--- src/rtl/load_store_unit.sv ---
// load_store_unit
// Multi-cycle load/store unit feeding the register file write port.
// Accepts one memory op at a time from execute, issues a single valid/ready
// memory request, waits for the response and retires the op. Loads are
// lane-aligned and sign/zero-extended into an rf write; stores drive
// byte-lane masked writes. Illegal funct3 or misaligned accesses are dropped
// with a one-cycle err pulse and never reach memory.
//
// Ports:
//   clk_i, rst_ni                  clock, asynchronous active-low reset
//   req_valid_i / req_ready_o      execute-side handshake (ready only in IDLE)
//   req_is_load_i, req_funct3_i    op kind and RV32I width encoding
//   req_addr_i, req_wdata_i        byte address and store data
//   req_rd_i                       load destination register
//   mem_req_valid_o / _ready_i     memory request handshake
//   mem_req_addr_o                 word-aligned address
//   mem_req_wen_o, mem_req_wmask_o store enable and byte-lane mask
//   mem_req_wdata_o                lane-positioned store data
//   mem_resp_valid_i, _rdata_i     memory response (honoured only in WAIT)
//   rf_wen_o, rf_waddr_o, rf_wdata_o  register file write triple
//   done_o, err_o                  one-cycle retire / drop pulses
module load_store_unit #(
    parameter int ADDR_WIDTH = 5,
    parameter int DATA_WIDTH = 32
) (
    input  logic                  clk_i,
    input  logic                  rst_ni,
    input  logic                  req_valid_i,
    output logic                  req_ready_o,
    input  logic                  req_is_load_i,
    input  logic [2:0]            req_funct3_i,
    input  logic [DATA_WIDTH-1:0] req_addr_i,
    input  logic [DATA_WIDTH-1:0] req_wdata_i,
    input  logic [ADDR_WIDTH-1:0] req_rd_i,
    output logic                  mem_req_valid_o,
    input  logic                  mem_req_ready_i,
    output logic [DATA_WIDTH-1:0] mem_req_addr_o,
    output logic                  mem_req_wen_o,
    output logic [3:0]            mem_req_wmask_o,
    output logic [DATA_WIDTH-1:0] mem_req_wdata_o,
    input  logic                  mem_resp_valid_i,
    input  logic [DATA_WIDTH-1:0] mem_resp_rdata_i,
    output logic                  rf_wen_o,
    output logic [ADDR_WIDTH-1:0] rf_waddr_o,
    output logic [DATA_WIDTH-1:0] rf_wdata_o,
    output logic                  done_o,
    output logic                  err_o
);

    typedef enum logic [1:0] {IDLE, REQ, WAIT, WB} state_e;

    state_e                  state_q, state_d;
    logic [DATA_WIDTH-1:0]   addr_q, addr_d;
    logic [DATA_WIDTH-1:0]   wdata_q, wdata_d;
    logic [ADDR_WIDTH-1:0]   rd_q, rd_d;
    logic [2:0]              funct3_q, funct3_d;
    logic                    isLoad_q, isLoad_d;
    logic                    err_q, err_d;
    logic [ADDR_WIDTH-1:0]   rfWaddr_q, rfWaddr_d;
    logic [DATA_WIDTH-1:0]   rfWdata_q, rfWdata_d;

    logic                    funct3Legal;
    logic                    misaligned;
    logic [DATA_WIDTH-1:0]   shifted;
    logic [DATA_WIDTH-1:0]   loadData;
    logic [3:0]              laneMask;
    logic [DATA_WIDTH-1:0]   laneData;

    // Incoming op check: unsigned widths exist only for loads, and halfword /
    // word accesses must sit on their natural boundary.
    always_comb begin
        funct3Legal = 1'b0;
        case (req_funct3_i)
            3'b000, 3'b001, 3'b010: funct3Legal = 1'b1;
            3'b100, 3'b101:         funct3Legal = req_is_load_i;
            default:                funct3Legal = 1'b0;
        endcase
        misaligned = ((req_funct3_i[1:0] == 2'b01) && req_addr_i[0]) ||
                     ((req_funct3_i[1:0] == 2'b10) && (req_addr_i[1:0] != 2'b00));
    end

    // Load extraction: bring the addressed lane down to bit 0, then extend
    // according to the width and signedness held in funct3.
    always_comb begin
        shifted  = mem_resp_rdata_i >> {addr_q[1:0], 3'b000};
        loadData = mem_resp_rdata_i;
        case (funct3_q)
            3'b000:  loadData = {{(DATA_WIDTH-8){shifted[7]}}, shifted[7:0]};
            3'b001:  loadData = {{(DATA_WIDTH-16){shifted[15]}}, shifted[15:0]};
            3'b100:  loadData = {{(DATA_WIDTH-8){1'b0}}, shifted[7:0]};
            3'b101:  loadData = {{(DATA_WIDTH-16){1'b0}}, shifted[15:0]};
            default: loadData = mem_resp_rdata_i;
        endcase
    end

    // Store lanes: replicating the data across the word lets memory pick
    // whichever lanes the mask enables without a data shifter.
    always_comb begin
        case (funct3_q[1:0])
            2'b00: begin
                laneMask = 4'b0001 << addr_q[1:0];
                laneData = {4{wdata_q[7:0]}};
            end
            2'b01: begin
                laneMask = 4'b0011 << addr_q[1:0];
                laneData = {2{wdata_q[15:0]}};
            end
            default: begin
                laneMask = 4'b1111;
                laneData = wdata_q;
            end
        endcase
    end

    // Next-state logic. Fields are latched on every accepted op, even ones
    // that are then dropped, and the rf data register only changes when a
    // load response arrives so its value holds between writebacks.
    always_comb begin
        state_d   = state_q;
        addr_d    = addr_q;
        wdata_d   = wdata_q;
        rd_d      = rd_q;
        funct3_d  = funct3_q;
        isLoad_d  = isLoad_q;
        err_d     = 1'b0;
        rfWaddr_d = rfWaddr_q;
        rfWdata_d = rfWdata_q;
        case (state_q)
            IDLE: begin
                if (req_valid_i) begin
                    addr_d   = req_addr_i;
                    wdata_d  = req_wdata_i;
                    rd_d     = req_rd_i;
                    funct3_d = req_funct3_i;
                    isLoad_d = req_is_load_i;
                    if (funct3Legal && !misaligned) begin
                        state_d = REQ;
                    end else begin
                        err_d = 1'b1;
                    end
                end
            end
            REQ: begin
                if (mem_req_ready_i) begin
                    state_d = WAIT;
                end
            end
            WAIT: begin
                if (mem_resp_valid_i) begin
                    state_d = WB;
                    if (isLoad_q) begin
                        rfWaddr_d = rd_q;
                        rfWdata_d = loadData;
                    end
                end
            end
            WB: begin
                state_d = IDLE;
            end
            default: begin
                state_d = IDLE;
            end
        endcase
    end

    // State and latched-field registers; reset returns to IDLE with all
    // captured fields cleared.
    always_ff @(posedge clk_i or negedge rst_ni) begin
        if (!rst_ni) begin
            state_q   <= IDLE;
            addr_q    <= '0;
            wdata_q   <= '0;
            rd_q      <= '0;
            funct3_q  <= '0;
            isLoad_q  <= 1'b0;
            err_q     <= 1'b0;
            rfWaddr_q <= '0;
            rfWdata_q <= '0;
        end else begin
            state_q   <= state_d;
            addr_q    <= addr_d;
            wdata_q   <= wdata_d;
            rd_q      <= rd_d;
            funct3_q  <= funct3_d;
            isLoad_q  <= isLoad_d;
            err_q     <= err_d;
            rfWaddr_q <= rfWaddr_d;
            rfWdata_q <= rfWdata_d;
        end
    end

    // Outputs are decoded from state; request fields come straight from the
    // latched op so they stay stable for as long as REQ lasts.
    always_comb begin
        req_ready_o     = (state_q == IDLE);
        mem_req_valid_o = (state_q == REQ);
        mem_req_addr_o  = '0;
        mem_req_wen_o   = 1'b0;
        mem_req_wmask_o = 4'b0000;
        mem_req_wdata_o = '0;
        if (state_q == REQ) begin
            mem_req_addr_o = {addr_q[DATA_WIDTH-1:2], 2'b00};
            if (!isLoad_q) begin
                mem_req_wen_o   = 1'b1;
                mem_req_wmask_o = laneMask;
                mem_req_wdata_o = laneData;
            end
        end
        rf_wen_o   = (state_q == WB) && isLoad_q && (rd_q != '0);
        rf_waddr_o = rfWaddr_q;
        rf_wdata_o = rfWdata_q;
        done_o     = (state_q == WB);
        err_o      = err_q;
    end

endmodule

--- config.mk ---
export PLATFORM = sky130hd
export DESIGN_NAME = load_store_unit
export DESIGN_NICKNAME = d
export VERILOG_FILES = /design/src/rtl/load_store_unit.sv
export SDC_FILE = /design/constraint.sdc
export NUM_CORES = 1
export LEC_CHECK = 0
export ABC_CLOCK_PERIOD_IN_PS = 2800
export CORE_ASPECT_RATIO = 0.5
export CORE_MARGIN = 2
export CORE_UTILIZATION = 48
export CTS_CLUSTER_SIZE = 8
export DETAILED_ROUTE_END_ITERATION = 10
export PLACE_DENSITY = 0.88
export SLEW_MARGIN = 30
export SYNTH_ARGS = -nofsm -noshare
export SYNTH_HDL_FRONTEND = slang
export SYNTH_SLANG_ARGS = --single-unit
--- constraint.sdc ---
create_clock -name clk_i -period 2.8 [get_ports clk_i]
set_input_delay 0.28 -clock clk_i [delete_from_list [all_inputs] [get_ports clk_i]]
set_output_delay 0.28 -clock clk_i [all_outputs]
set_load 0.01 [all_outputs]
# After elaboration in Yosys (flattened, before gate mapping)
# Cells that the tools add are included.
# word_totals
memories,0
elab_cells,66
output_inout_bits,111
mem_bits_ro,0
latch_bits,0
ff_bits,113
ramBits,0
# op_classes
mul,0
n_shift,3
add_sub_neg,0
n_mux,19
eq_ne,17
bitwise_logic,0
n_lt_le_gt_ge,0
n_div,0
reduce_logical,18
# ops
op,count
$pmux 32 s4,1
$mux 32,3
$pmux 32 s2,1
$shr 32x5->16,1
$eq 3x3->1 const B,4
$mux 2,4
$mux 4,2
$pmux 2 s4,1
$pmux 4 s2,1
$eq 2x1->1 const B,3
$eq 2x2->1 const B,3
$eq 3x1->1 const B,2
$logic_not 3->1,2
$logic_and 1x1->1,5
$mux 1,5
$reduce_bool 5->1,1
$logic_not 2->1,2
$ne 2x1->1 const B,2
$ne 2x2->1 const B,2
$reduce_and 4->1,1
$shl 1x2->4 const A,1
$shl 2x2->4 const A,1
$eq 3x2->1 const B,1
$reduce_and 3->1,1
7 further kinds,7

# Depth between registers and ports, before layout
# depth
word_depth,8
depth_mapped,7
ltp_nobuf,6

# Least setup slack after synthesis
# OpenSTA, ideal clock, no wires.
# synth_path
path_type,reg-to-output
startpoint,register state_q[1]
endpoint,output port mem_req_wdata_o[16]
path_stages_with_launch,7
setup_slack_ns,1.052
t_required_ns,2.520
n_path_buf,2
t_arrival_ns,1.468
cell_sequence,dfrtp_1 inv_1 ha_1 nand2b_1 clkbuf_1 buf_1 nor2_1
# synth_via
elab_chain_cells,2
# synth_lines
element,line,text
"start, declared",52,"state_e state_q, state_d;"
"start signal, assigned",180,state_q <= state_d;
$eq 2x1->1,n/a,
via mem_req_valid_o,35,"output logic mem_req_valid_o,"
$mux 32,201,if (state_q == REQ) begin
"end, declared",40,"output logic [DATA_WIDTH-1:0] mem_req_wdata_o,"
# The timed path passes the listed nets, and every way through them passes these cells.

# Worst setup path in the final report
# layout_path
startpoint,register funct3_q[0]
endpoint,output port mem_req_wdata_o[10]
# layout_via
elab_chain_cells,4
word_cells_on_any_way,5
cone_classes,eq/ne (1); mux (3); reduce/logical (1)
# layout_lines
element,line,text
"start, declared",56,"logic [2:0] funct3_q, funct3_d;"
"start signal, assigned",184,funct3_q <= funct3_d;
$eq 2x1->1 / $logic_not 2->1 (equally long branches),99,case (funct3_q[1:0])
$pmux 32 s2 *,99,
$mux 32 *,203,if (!isLoad_q) begin
$mux 32 *,201,
# Mark *: on every way between the ends. The rest lies on a longest branch, timed or not.

==> metrics.md <==
| Metric | Value |
|---|---|
| Status | `completed` |
| Via density | `5.49` |
| FMAX | `374 MHz` |
| Largest area contributor in the netlist | `dfrtp_1` |
| Max stage delay cell, worst path | `clkdlybuf4s50_1` |
| Relative slew slack | `55.3%` |
| Buffer and inverter count on the worst path | `2` |
| Setup TNS | `0 ns` |
| H-tree levels | `4` |
| Setup Fix Bufs, Post-CTS | `0` |
| Sink Count | `113` |
| Placement Setup Slack | `0.414 ns` |
| Area Growth Syn to Fin | `53.2%` |
| IO buf count | `218` |
| CP cell instances | `nor2_1 -> buf_4 -> nand2_1 -> a21oi_1 -> clkdlybuf4s50_1` |
| Crit. End Element | `primary output` |
| Final wirelength | `17.3 mm` |
| Fill count | `709` |
| Post-Layout Cell Count | `916` |
| Drt wl/cell | `18.9 um` |
| Crit Path Class | `flip-flop to primary output` |
| First-pass GRT wire length | `27.2 mm` |
| Final setup margin | `0.127 ns` |
| Number of max-cap violations | `0` |
| DRC violations left | `0` |
| GRT overflow | `0` |
| Post-synth EDFFs | `0` |
| YS warnings | `0` |
| Total number of vias | `5029` |
| Asr flop ratio synth | `100%` |
| Die X | `157 um` |
| Worst path arrival time | `2.39 ns` |
| Worst Max-Slew Pin Slew | `0.670 ns` |
| Yosys reg bits | `113` |
| Register area | `2830 sq um` |
| Unique masters post-synth | `38` |
| Antenna Violating Nets Remaining | `0` |
| Initial antenna violation count | `0` |
| Area of the multi-input gates | `2630 sq um` |
| Synth area leaders | `dfrtp_1 (50%), mux2_2 (15%), mux2i_1 (5.7%)` |
| Top fanout value on the critical path | `14` |
| CTS Root Cell | `clkbuf_16` |
| Worst endpoint required time | `2.52 ns` |
| Power per cell area | `1140 nW/um^2` |
| Rows | `27` |
| Initial drt markers | `370` |
| Cell Area, Placed | `7970 sq um` |
| Endpoints failing hold | `0` |
| Fin crit period | `2.67 ns` |
| Top delay family on crit path | `buffers and inverters` |
| Placer Congestion | `0.828` |
| Worst min path class | `input port to asynchronous set/reset pin` |
| Max incr delay on CP | `0.57 ns` |
| Sequential share of the synthesized area | `50.1%` |
| Layout cells sized above 1 | `16.8%` |
| IO Pins | `221` |
| Post-DP HPWL | `11.7 mm` |
| Setup-failing EPs final | `0` |
| Worst Setup Start Kind | `flip-flop` |
| Most common cell in the netlist | `dfrtp_1` |
| Reg clk slew, reported paths | `0.05 ns` |
| VDD IR max | `624 uV` |
| Placed insts | `884` |
| Die area | `12700 sq um` |
| RSZ-0062 raised after global routing | `false` |
| Vias in the first global route | `5134` |
| Die height | `80.7 um` |
| CTS tree | `done` |
| Nets | `859` |
| Placeable core area | `11200 sq um` |
| Clock buffer depth | `2` |
| Avg Inst Size Synth | `10.6 sq um` |
| Gate Count Post-Synth | `533` |
| Drt first pass iters | `5` |
| Design area | `8650 sq um` |
| Starting Density | `50.4%` |
| Leak | `3.73 nW` |
| Max-slew violations | `0` |
| Clk Latency, worst-skew pair | `0.41 ns` |
| Yosys top cell area share | `50.1%` |
| Clock tree skew after final layout | `0.00857 ns` |
| Pin count of the biggest net entering global routing | `76` |
| Final worst path period share | `95.5%` |
| Gr usage total | `28.0%` |
| Synth cell count leaders | `dfrtp_1 (113), mux2_2 (73), nand2_1 (56)` |
| Total power | `9.90 mW` |
| Cell Area, Synth | `5650 sq um` |
| CTS Buf Count | `17` |
| # diodes | `0` |
| Most used DFF post-synth | `dfrtp_1` |
## layer usage
metal  vias up  wire length, um  global-route usage (%)
met5         -                0                       0
met4         0              597                    14.0
met3        53              924                    5.83
met2       211             8830                    47.5
met1      2490             6990                    34.7
li1       2275                -                       -
## stage by stage
step	hold WS (ns)	utilization, %
2_1_floorplan	-0.0156	-
6_report	0.454	77.2
3_5_place_dp	0.350	71.1
5_1_grt	0.472	77.2
3_3_place_gp	0.347	71.1
4_1_cts	0.460	77.0
## sequential cells by signal (all words and copies together) (netlist names)
name and count:
wdata_q 32, rd_q 5, rf_waddr_o 5, funct3_q 3, addr_q 32, err_o 1
rf_wdata_o 32, state_q 2, isLoad_q 1
## path summary, 6_finish.rpt
kind,start,end,slack (ns),cells past startpoint
max,funct3_q[0],mem_req_wdata_o[10],0.13,5
min,rst_ni,wdata_q[21],0.45,2
max reg2reg,state_q[1],state_q[1],0.75,7
min reg2reg,rf_wdata_o[2],rf_wdata_o[2],0.49,2
max in group asynchronous,rst_ni,funct3_q[1],1.55,3
min in group clk_i,req_is_load_i,isLoad_q,0.48,3
## cell type report
cell class	count	area share, %
sequential	113	32.7
multi-input combinational	370	30.3
timing repair buffer	233	26.7
clock buffer	21	5.44
tap	159	2.30
clock inverter	10	2.10
inverter	10	0.477
## cell usage in the layout (no fill, tap or decap), types with 2 or more instances in the layout
cell | netlist | final
clkdlybuf4s50_1 | 0 | 217
dfrtp_1 | 113 | 112
mux2_2 | 73 | 73
nand2_1 | 56 | 55
and2_1 | 38 | 38
nor2_1 | 32 | 32
mux2i_1 | 32 | 32
nand3_1 | 33 | 32
a21oi_1 | 24 | 24
o21ai_0 | 24 | 24
clkbuf_16 | 0 | 17
buf_4 | 4 | 14
nand2b_1 | 11 | 10
inv_1 | 10 | 9
a2bb2oi_1 | 8 | 8
o22ai_1 | 7 | 7
a32o_1 | 6 | 6
bufinv_16 | 0 | 5
ha_1 | 4 | 4
a31oi_1 | 3 | 3
clkbuf_8 | 0 | 3
clkinv_2 | 0 | 3
clkinvlp_4 | 0 | 2
o221ai_1 | 2 | 2
conb_1 | 1 | 2
## worst register-to-register path, cell delays in order, from the launching register on
cell and delay [ns]:
dfrtp_1 0.41, inv_1 0.10, ha_1 0.25, buf_4 0.25, nand2b_1 0.15, o221ai_1 0.14
a31oi_1 0.26, mux2_2 0.38
## where the power goes
part | switching, mW | internal (mW)
combinational | 2.09 | 2.39
sequential | 0.594 | 2.43
clock | 0.752 | 1.64
## cells by family after synthesis
group                      share of synthesized area (%)
DFF                                                 50.1
muxes                                               20.6
AOI/OAI and AO/OA                                   9.57
adders and majority gates                          0.886
buffers and inverters                               4.03
other                                             0.0664
and+or+nand+nor                                     14.8
## repair_timing
action	4_1_cts	5_1_grt
gates cloned	0	0
hold endpoints to repair	48	0
hold buffers	1	0
endpoints found under the setup margin	8	1
gates resized for setup	1	2
Power figures use the tool's default switching activity.
